File: config.mk
export PLATFORM = sky130hd
export DESIGN_NAME = registered_mux
export DESIGN_NICKNAME = d
export VERILOG_FILES = /design/src/rtl/mux_pkg.sv /design/src/rtl/mux_word_select.sv /design/src/rtl/registered_mux.sv
export SDC_FILE = /design/constraint.sdc
export NUM_CORES = 1
export LEC_CHECK = 0
export ABC_AREA = 1
export BUFFER_PORTS_ARGS = -buffer_cell sky130_fd_sc_hd__clkbuf_2
export CAP_MARGIN = 5
export CORE_UTILIZATION = 34
export DETAILED_ROUTE_END_ITERATION = 12
export HOLD_SLACK_MARGIN = 0.08
export PLACE_DENSITY_LB_ADDON = 0.3
export REMOVE_ABC_BUFFERS = 1
export SLEW_MARGIN = 20
export SYNTH_ARGS = -nofsm -noshare
export SYNTH_HDL_FRONTEND = slang
export SYNTH_SLANG_ARGS = --single-unit
File: constraint.sdc
create_clock -name clk -period 1.1 [get_ports clk]
set_clock_uncertainty 0.05 [all_clocks]
set_input_delay 0.22 -clock clk [delete_from_list [all_inputs] [get_ports clk]]
set_output_delay 0.22 -clock clk [all_outputs]
set_load 0.02 [all_outputs]
File: src/rtl/mux_pkg.sv
// Shared definitions for the registered word multiplexer: parameter limits
// and bus-width helpers used by both the top module and the word selector.
package mux_pkg;

  localparam int MAX_SELECT_LINES = 8;
  localparam int MAX_DATA_WIDTH   = 256;

  function automatic int mux_word_count(input int select_lines);
    return 2 ** select_lines;
  endfunction

  function automatic int mux_bus_width(input int select_lines, input int data_width);
    return data_width * mux_word_count(select_lines);
  endfunction

endpackage

File: src/rtl/mux_word_select.sv
// Purely combinational lane picker: forwards word `select_i` of a packed bus,
// word 0 in the LSBs. An X on the index propagates as X on the output.
module mux_word_select
  import mux_pkg::*;
#(
  parameter int SELECT_LINES = 4,
  parameter int DATA_WIDTH   = 2
) (
  input  logic [SELECT_LINES-1:0]                              select_i,
  input  logic [mux_bus_width(SELECT_LINES, DATA_WIDTH)-1:0]   data_i,
  output logic [DATA_WIDTH-1:0]                                word_o
);

  // The index space is fully populated, so no out-of-range default is needed.
  assign word_o = data_i[select_i*DATA_WIDTH +: DATA_WIDTH];

endmodule

File: src/rtl/registered_mux.sv
// N-to-1 word multiplexer with a zero-latency combinational output and a
// registered copy that carries a valid flag for pipelined datapaths.
module registered_mux
  import mux_pkg::*;
#(
  parameter int SELECT_LINES = 4,
  parameter int DATA_WIDTH   = 2
) (
  input  logic                                               clk,
  input  logic                                               rst_n,
  input  logic                                               en,
  input  logic [SELECT_LINES-1:0]                            select,
  input  logic [mux_bus_width(SELECT_LINES, DATA_WIDTH)-1:0] data_in,
  output logic [DATA_WIDTH-1:0]                              data_out_comb,
  output logic [DATA_WIDTH-1:0]                              data_out,
  output logic                                               valid_out
);

  if (SELECT_LINES < 1 || SELECT_LINES > MAX_SELECT_LINES) begin : g_bad_select_lines
    $error("registered_mux: SELECT_LINES=%0d outside 1..%0d", SELECT_LINES, MAX_SELECT_LINES);
  end

  if (DATA_WIDTH < 1 || DATA_WIDTH > MAX_DATA_WIDTH) begin : g_bad_data_width
    $error("registered_mux: DATA_WIDTH=%0d outside 1..%0d", DATA_WIDTH, MAX_DATA_WIDTH);
  end

  logic [DATA_WIDTH-1:0] selWord;
  logic [DATA_WIDTH-1:0] dataOut_d;
  logic [DATA_WIDTH-1:0] dataOut_q;
  logic                  valid_d;
  logic                  valid_q;

  mux_word_select #(
    .SELECT_LINES(SELECT_LINES),
    .DATA_WIDTH  (DATA_WIDTH)
  ) u_word_select (
    .select_i(select),
    .data_i  (data_in),
    .word_o  (selWord)
  );

  assign data_out_comb = selWord;

  // Valid only reflects whether the previous edge captured; data holds otherwise.
  always_comb begin
    dataOut_d = dataOut_q;
    valid_d   = en;
    if (en) begin
      dataOut_d = selWord;
    end
  end

  always_ff @(posedge clk or negedge rst_n) begin
    if (!rst_n) begin
      dataOut_q <= '0;
      valid_q   <= 1'b0;
    end else begin
      dataOut_q <= dataOut_d;
      valid_q   <= valid_d;
    end
  end

  assign data_out  = dataOut_q;
  assign valid_out = valid_q;

endmodule

Word level (Yosys, flattened, before mapping). Index checks and enable logic that the tools add are counted.

Shifts and indexed selects: 1.

Operator list (count): indexed part select 32 x 6 -> 2 bit (1).

Register bits after elaboration: 3. Input port bits: 39.

Logic depth before layout (Yosys ltp). Gate-level depths: netlist of the first run.

Depth after elaboration: 1. Depth in mapped cells: 10.

Cells and area by module. Synthesis of the first run repeated with hierarchy kept, for this count alone.

Cell total of the unflattened synthesis: 108. Area total of the unflattened synthesis: 521.8 um^2.

By module, submodules not included: mux_word_select (area an instance 420.4 um^2, instances 1, cells an instance 98); registered_mux (area an instance 101.3 um^2, instances 1, cells an instance 10).

Worst setup path after synthesis of the first run. Ideal clock, no wire load.

Path kind: in2reg. From: in select[0]. To: reg dataOut_q[1] (netlist: data_out[1]). Arrival time: 1035 ps. Stages: 10. Slack: -103 ps. Buffers on the path: 2. Setup time: 117 ps. Cells stage by stage: buf_6 inv_6 buf_8 nand2_1 nand3_1 nand3_1 nand3_1 nand2_1 nand2_1 nand2_1.

Word-level cells in the longest chain between the ends: 1.

Ends and longest elaborated chain: start, declared (line registered_mux.sv:12) `input logic [SELECT_LINES-1:0] select,`; indexed part select 32 x 6 -> 2 bit (line mux_word_select.sv:15) `assign word_o = data_i[select_i*DATA_WIDTH +: DATA_WIDTH];`; net data_out_comb[1] (line registered_mux.sv:14) `output logic [DATA_WIDTH-1:0] data_out_comb,`; end signal, assigned (line registered_mux.sv:58) `dataOut_q <= dataOut_d;`; end, declared (line registered_mux.sv:29) `logic [DATA_WIDTH-1:0] dataOut_q;`.

The timed path passes the listed nets, and every way through them passes these cells. A chain may end at the register's enable or synchronous reset.

Worst setup path in the final report of the first run.
From: in select[0]. To: out data_out_comb[0].

Word-level cells in the longest chain between the ends: 1.

Ends and longest elaborated chain (line): indexed part select 32 x 6 -> 2 bit (mux_word_select.sv:15); end, declared (registered_mux.sv:14).

No other way between the ends.

==> flow_summary.json, run 1 <==
{
  "antenna_found_initial": 0,
  "drive_above_1_share": 0.4777,
  "synth_area_leaders": "nand2_1 30%, nand3_1 22%, inv_1 19%",
  "status": "finished with violations",
  "slowest_delay_ns": 0.15,
  "hp-start": "en",
  "cts_buffers": 3,
  "initial_core_util": 0.3630,
  "dpl_cell_area_um2": 779.5,
  "endpoint_kind": "primary output",
  "ys_seq_elements": 3,
  "maxSlewViolCount": 0,
  "instances_no_fill": 173,
  "cp_num_buf_inv": 3,
  "reg2regPathDepth": 2,
  "routed_wl_um": 1806,
  "gp_congestion": 0.7738,
  "std_cell_rows": 14,
  "post_cts_buffers": 0,
  "max_clock_freq_ghz": 0.7667,
  "grt_usage": 0.2054,
  "ir_worst_vdd_mv": 0.4024,
  "setup_viol": 2,
  "hold_path_class": "primary input to flop",
  "ys_seq_area_frac": 0.1389,
  "grt_pass1_wl_um": 2801,
  "arrival_ns": 1.03,
  "via_count": 780,
  "hold_end": "valid_out",
  "die_h_um": 41.87,
  "critPathSlowestCell": "clkbuf_16",
  "r2r_setup_slack_ns": 0.42,
  "rsz0062_at_grt": "true",
  "violations": "design-rule violations, negative setup slack",
  "clock-sinks": 3,
  "syn_area_per_cell_um2": 5.005,
  "power_leakage_nw": 0.6360,
  "clockBufferDepth": 2,
  "hold_depth": 1,
  "ys_types": 11,
  "io_pins": 44,
  "io_buffer_count": 43,
  "rr_startpoint": "data_out[0]",
  "dp_hpwl_um": 1263,
  "synth_top_area_frac": 0.2986,
  "placed_cells": 167,
  "syn_inst": 108,
  "first_pass_iters": 8,
  "critical_path.most_common_cell": "nand3_1",
  "synthToLayoutAreaGrowth_pct": 78.01,
  "ys_warn_count": 0,
  "viasPerCell": 4.509,
  "crit_family": "simple AND/OR/NAND/NOR gates",
  "cp_max_fo": 8,
  "syn-cell-area_um2": 540.5,
  "drc": 1,
  "r2r_end": "data_out[0]",
  "hold_viol_final": 0,
  "min_period_over_period": 1.186,
  "wl_per_cell_um": 10.44,
  "drt_iter0_drc": 19,
  "tns_ns": -0.3785,
  "max-slew-margin-rel": 0.8934,
  "overflow": 0,
  "layout_setup_ws_ns": -0.2043,
  "core_area_mm2": 0.001489,
  "cp.required_ns": 0.83,
  "insertion_delay_ns": 0.24,
  "cap_violations": 0,
  "grt_max_degree": 17,
  "clk_pin_slew_ns": 0.04,
  "final_area_um2": 962.2,
  "cts_tree": "yes",
  "finalCriticalPeriod_ns": 1.304,
  "layout.nets": 197,
  "crit_cells": 8,
  "power_mw": 0.6986,
  "grt_pass1_vias": 717,
  "dieArea_mm2": 0.001753,
  "dp_slack_ns": -0.3010,
  "tightest_slew_ns": 0.1597,
  "h-tree-depth": 1,
  "diodes": 0,
  "powerDensity_mw_per_mm2": 726.0,
  "path_class": "primary input to primary output",
  "crit_path_start_kind": "primary input",
  "path_cells": "clkbuf_16 -> buf_16 -> nand2_1 -> nand3_1 -> nand3_1 -> nand3_1 -> nand2_2 -> buf_8",
  "die_x_um": 41.87,
  "ant_nets": 0,
  "clockRootBuffer": "clkbuf_4",
  "yosysTopAreaCell": "nand2_1"
}
cell usage in the layout (no fill, tap or decap), drive strengths merged:
cell         instances
buf                  7
clkbuf              45
dfrtp                3
dlygate4sd3          1
inv                 29
nand2               48
nand3               24
cell usage after synthesis:
master	number
dfrtp_1	3
buf_2	1
nand2_1	43
buf_4	1
nand2_2	5
inv_2	1
inv_6	1
inv_1	27
buf_8	1
buf_6	1
nand3_1	24
how the worst max path moves through the flow:
stage | from | endpoint | slack, ns
final | select[0] | data_out_comb[0] | -0.20
after global routing | select[0] | data_out_comb[0] | -0.25
after CTS | select[0] | data_out_comb[0] | -0.20
after detailed placement | select[0] | data_out_comb[0] | -0.30
after global placement | select[0] | data_out_comb[0] | -0.28
after floorplan | select[0] | data_out[0] | 0.09
cell families after synthesis:
logic type    synth area share
flops                   0.1389
buf+inv                 0.2824
simple gates            0.5787
cell type report:
type,count,area [um2]
Sequential cell,3,75.07
Tap cell,16,20.02
Clock buffer,4,26.28
Fill cell,131,526.8
Timing Repair Buffer,49,339.1
Multi-Input combinational cell,72,377.9
Inverter,29,123.9
per-layer routing:
layer,track usage,up-vias,wire (um),part of all wire
li1,-,414,-,-
met1,0.1947,333,660,0.37
met2,0.4188,29,1036,0.57
met3,0.03913,4,85,0.047
met4,0.07742,0,25,0.014
met5,0,-,0,0
flip-flops by register name, summed over array words and instances (netlist names):
signal     flops
data_out       2
valid_out      1
stage by stage:
stage	util	hold slack [ns]
finish	0.6462	0.09070
CTS	0.6126	0.09120
global placement	0.5235	-0.03475
detailed placement	0.5235	-0.02605
floorplan	-	-0.1256
global route	0.6462	0.1030
timing repair:
action | in CTS | in global routing
hold buffers | 1 | 0
endpoints found under the setup margin | 2 | 2
gates cloned | 1 | 0
pin swaps | 16 | 11
endpoints found under the hold margin | 3 | 0
resized for setup | 17 | 15
where the power goes:
part           switching, mW  internal, mW
combinational          0.186         0.176
clock                 0.0691         0.137
sequential           0.00796         0.123
No activity file was read; power rests on OpenSTA's default activity.
==> run 2, diff against run 1 <==
--- a/config.mk
+++ b/config.mk
@@ -8,7 +8,7 @@
 export ABC_AREA = 1
 export BUFFER_PORTS_ARGS = -buffer_cell sky130_fd_sc_hd__clkbuf_2
 export CAP_MARGIN = 5
-export CORE_UTILIZATION = 34
+export CORE_UTILIZATION = 40
 export DETAILED_ROUTE_END_ITERATION = 12
 export HOLD_SLACK_MARGIN = 0.08
 export PLACE_DENSITY_LB_ADDON = 0.3
==> constraint.sdc (replaced) <==
create_clock -name clk -period 1.7 [get_ports clk]
set_clock_uncertainty 0.05 [all_clocks]
set_input_delay 0.34 -clock clk [delete_from_list [all_inputs] [get_ports clk]]
set_output_delay 0.34 -clock clk [all_outputs]
set_load 0.02 [all_outputs]
==> flow_summary.json, run 2 (same netlist as run 1, synthesis figures left out) <==
{
  "cts_buffers": 3,
  "dpl_cell_area_um2": 754.5,
  "antenna_found_initial": 0,
  "swShare": 0.3667,
  "h-tree-depth": 1,
  "dieArea_mm2": 0.001502,
  "powerDensity_mw_per_mm2": 492.7,
  "initial_core_util": 0.4557,
  "drive_above_1_share": 0.3529,
  "max_clock_freq_ghz": 0.6243,
  "cp.required_ns": 1.31,
  "cap_violations": 0,
  "p_sw_mw": 0.1429,
  "post_cts_buffers": 0,
  "final_area_um2": 790.8,
  "overflow": 0,
  "die_x_um": 38.76,
  "power_frac_comb": 0.452,
  "intPower_mw": 0.2467,
  "clockRootBuffer": "clkbuf_4",
  "die_h_um": 38.76,
  "layout.nets": 193,
  "synthToLayoutAreaGrowth_pct": 46.30,
  "cts_tree": "yes",
  "cp_max_fo": 15,
  "arrival_ns": 1.21,
  "power_leakage_nw": 0.5684,
  "diodes": 0,
  "clock-sinks": 3,
  "grt_pass1_vias": 560,
  "layout_setup_ws_ns": 0.09810,
  "largest_reg_flops": 2,
  "grt_pass1_wl_um": 2159,
  "tightest_slew_ns": 0.1840,
  "power.share.clock": 0.335,
  "tns_ns": 0,
  "crit_path_start_kind": "primary input",
  "viasPerCell": 4.437,
  "finalCriticalPeriod_ns": 1.602,
  "gp_congestion": 0.7631,
  "maxSlewViolCount": 0,
  "path_class": "primary input to primary output",
  "postCtsResizedCells": 0,
  "routed_wl_um": 1382,
  "wl_per_cell_um": 8.275,
  "setup_viol": 0,
  "insertion_delay_ns": 0.24,
  "hold_viol_final": 0,
  "drt_iter0_drc": 15,
  "max-slew-margin-rel": 0.8773,
  "layout_common_cells": "43 x nand2_1, 43 x clkbuf_2, 27 x inv_1",
  "post-route-util": 0.6667,
  "io_pins": 44,
  "core_area_mm2": 0.001186,
  "rsz0062_at_grt": "false",
  "status": "completed",
  "power_frac_seq": 0.213,
  "drc": 0,
  "io_buffer_count": 43,
  "ant_nets": 0,
  "clockBufferDepth": 2,
  "first_pass_iters": 5,
  "clk_pin_slew_ns": 0.05,
  "grt_usage": 0.2045,
  "min_period_over_period": 0.9423,
  "dp_slack_ns": 0.1057,
  "via_count": 741,
  "grt_max_degree": 17,
  "std_cell_rows": 12,
  "hold_path_class": "primary input to flop",
  "ir_worst_vdd_mv": 0.3771,
  "dp_hpwl_um": 1082,
  "endpoint_kind": "primary output"
}
run 2: cell count changes in the layout (fill, tap and decap cells not counted), moves of 2 or more:
cell      delta
nand2_1     +10
nand2_2      -9
buf_4        -2
nand3_2      -7
clkbuf_2     +3
buf_8        -2
nand3_1      +7
run 2: stage by stage:
step / total power, mW / hold slack [ns] / cells
finish: 0.3896 / 0.2006 / 167
global placement: 0.2541 / 0.08881 / 162
floorplan: 0.1742 / -0.005591 / 104
CTS: 0.3983 / 0.1890 / 167
global route: 0.4270 / 0.1967 / 167
detailed placement: 0.2574 / 0.09132 / 162
run 2: power groups by stage:
| stage | Clock, mW | Sequential, mW | Combinational, mW |
|---|---|---|---|
| 2_1_floorplan | 0 | 0.0935 | 0.0807 |
| 3_3_place_gp | 0 | 0.0834 | 0.171 |
| 3_5_place_dp | 0 | 0.0842 | 0.173 |
| 4_1_cts | 0.138 | 0.0830 | 0.177 |
| 5_1_grt | 0.146 | 0.0836 | 0.198 |
| 6_report | 0.131 | 0.0830 | 0.176 |
run 2: area by class of cell:
cell class | instances | area [um2]
Multi-Input combinational cell | 72 | 312.8
Sequential cell | 3 | 75.07
Tap cell | 14 | 17.52
Clock buffer | 4 | 26.28
Inverter | 29 | 113.9
Timing Repair Buffer | 45 | 245.2
Fill cell | 117 | 395.4
run 2: timing repair:
item,CTS,global route
endpoints found under the hold margin,3,0
endpoints found under the setup margin,0,0
hold buffers,1,0
run 2: worst paths after layout:
| kind | start | endpoint | slack [ns] | cells after the start |
|---|---|---|---|---|
| max | select[0] | data_out_comb[1] | 0.1 | 8 |
| min | en | valid_out | 0.20 | 1 |
| max reg2reg | data_out[0] | data_out[0] | 1.03 | 2 |
| min reg2reg | data_out[1] | data_out[1] | 0.43 | 2 |
| max in group asynchronous | rst_n | data_out[1] | 1.08 | 2 |
| min in group asynchronous | rst_n | valid_out | 0.39 | 2 |
run 2: worst max-delay path, stage by stage:
cell      delay (ns)
clkbuf_2        0.14
buf_12          0.16
nand2_1         0.06
nand3_1         0.07
nand3_1         0.09
nand3_1         0.08
nand2_1         0.10
clkbuf_2        0.17
run 2: per-layer routing:
metal  global-route usage  vias to the layer above  routed length [um]  part of all wire
met2               0.3708                       27                 691              0.50
met3              0.07514                        0                  79             0.057
met1               0.2404                      307                 611              0.44
met5                    0                        -                   0                 0
met4                    0                        0                   0                 0
li1                     -                      407                   -                 -
==> run 3, diff against run 2 <==
==> constraint.sdc (replaced) <==
create_clock -name clk -period 1.7 [get_ports clk]
set_clock_uncertainty 0.05 [all_clocks]
set_input_delay 0.34 -clock clk [delete_from_list [all_inputs] [get_ports clk]]
set_output_delay 0.34 -clock clk [all_outputs]
set_load 0.005 [all_outputs]
==> flow_summary.json, run 3 (same netlist as run 1, synthesis figures left out) <==
{
  "clk_pin_slew_ns": 0.04,
  "min_period_over_period": 0.9288,
  "multi_input_area_um2": 312.8,
  "synthToLayoutAreaGrowth_pct": 44.68,
  "grt_pass1_wl_um": 2159,
  "arrival_ns": 1.19,
  "drt_iter0_drc": 11,
  "clockRootBuffer": "clkbuf_4",
  "die_x_um": 38.76,
  "drive_above_1_share": 0.3529,
  "ant_nets": 0,
  "cts_buffers": 3,
  "hold_viol_final": 0,
  "powerDensity_mw_per_mm2": 466.4,
  "cp_max_fo": 11,
  "wl_per_cell_um": 7.970,
  "critical_path.most_common_cell": "nand2_1",
  "viasPerCell": 4.497,
  "io_buffer_count": 43,
  "max-slew-margin-rel": 0.8699,
  "ir_worst_vdd_mv": 0.3698,
  "h-tree-depth": 1,
  "final_area_um2": 782.0,
  "cts_tree": "yes",
  "max_clock_freq_ghz": 0.6333,
  "layout_common_cells": "43 x nand2_1, 43 x clkbuf_2, 27 x inv_1",
  "dpl_cell_area_um2": 742.0,
  "instances_no_fill": 167,
  "slowest_delay_ns": 0.19,
  "grt_usage": 0.2072,
  "clock-sinks": 3,
  "rsz0062_at_grt": "false",
  "hold_slack_ns": 0.2056,
  "overflow": 0,
  "maxSlewViolCount": 0,
  "via_count": 751,
  "initial_core_util": 0.4557,
  "grt_pass1_vias": 610,
  "post_cts_buffers": 0,
  "tns_ns": 0,
  "die_h_um": 38.76,
  "antenna_found_initial": 0,
  "power_leakage_nw": 0.5651,
  "insertion_delay_ns": 0.23,
  "tightest_slew_ns": 0.1952,
  "cap_violations": 0,
  "layout.nets": 193,
  "setup_viol": 0,
  "grt_max_degree": 17,
  "fill_cells": 124,
  "std_cell_rows": 12,
  "ff_latch_area_um2": 75.07,
  "crit_path_start_kind": "primary input",
  "endpoint_kind": "primary output",
  "dieArea_mm2": 0.001502,
  "routed_wl_um": 1331,
  "clockBufferDepth": 2,
  "dp_hpwl_um": 1121,
  "status": "completed",
  "gp_congestion": 0.7640,
  "hold_path_class": "primary input to flop",
  "critPathSlowestCell": "clkbuf_2",
  "drc": 0,
  "path_class": "primary input to primary output",
  "path_cells": "clkbuf_2 -> buf_6 -> nand2_1 -> nand2_1 -> nand2_1 -> nand3_1 -> nand3_1 -> nand2_1 -> clkbuf_2",
  "io_pins": 44,
  "cp.required_ns": 1.31,
  "finalCriticalPeriod_ns": 1.579,
  "core_area_mm2": 0.001186,
  "placed_cells": 162,
  "diodes": 0,
  "largest_reg_flops": 2,
  "first_pass_iters": 5
}
[run 3: cell counts in the layout (fill, tap and decap cells not counted)]
No cell type changed its count.
[run 3: metal layers]
metal / GRT usage / share of wire / vias to the layer above / wire length (um)
met2: 0.3833 / 0.51 / 31 / 685
li1: - / - / 407 / -
met1: 0.2168 / 0.42 / 313 / 557
met5: 0 / 0 / - / 0
met4: 0.07759 / 0 / 0 / 0
met3: 0.05780 / 0.066 / 0 / 88
[run 3: through the flow]
| stage | setup WS, ns | power, mW | utilization |
|---|---|---|---|
| after floorplan | 0.5445 | 0.1586 | - |
| after global placement | 0.1080 | 0.2348 | 0.6255 |
| after detailed placement | 0.09024 | 0.2374 | 0.6255 |
| after CTS | 0.08485 | 0.3675 | 0.6561 |
| after global routing | 0.0001829 | 0.4017 | 0.6593 |
| final | 0.1210 | 0.3647 | 0.6593 |
[run 3: what timing repair did]
action                                  CTS  global route
endpoints found under the hold margin     3             0
resized for setup                         0             1
hold buffers                              1             0
endpoints found under the setup margin    0             2
[run 3: power by group]
| group | internal (mW) | switching [mW] | leakage [nW] |
|---|---|---|---|
| clock | 0.0880 | 0.0380 | 0.0150 |
| combinational | 0.0765 | 0.0790 | 0.514 |
| sequential | 0.0794 | 0.00376 | 0.0363 |
| total | 0.244 | 0.121 | 0.565 |
[run 3: path summary, 6_finish.rpt]
check / start / endpoint / slack (ns) / cells past startpoint
min in group asynchronous: rst_n / valid_out / 0.39 / 2
max in group asynchronous: rst_n / data_out[0] / 1.09 / 2
hold / removal: en / valid_out / 0.21 / 1
setup / recovery: select[0] / data_out_comb[1] / 0.12 / 9
setup reg to reg: data_out[0] / data_out[0] / 1.05 / 2
hold reg to reg: data_out[1] / data_out[1] / 0.43 / 2
[run 3: layout make-up]
class / instances / share of cell area
multi-input cells: 72 / 0.4000
repair buffers: 45 / 0.3024
inverters: 29 / 0.1456
flip-flops and latches: 3 / 0.09600
clock buffers: 4 / 0.03360
well taps: 14 / 0.02240
[run 3: worst max-delay path: cells and delay by family]
family / cells / cell delay (ns)
and+or+nand+nor: 6 / 0.39
buffers and inverters: 3 / 0.47
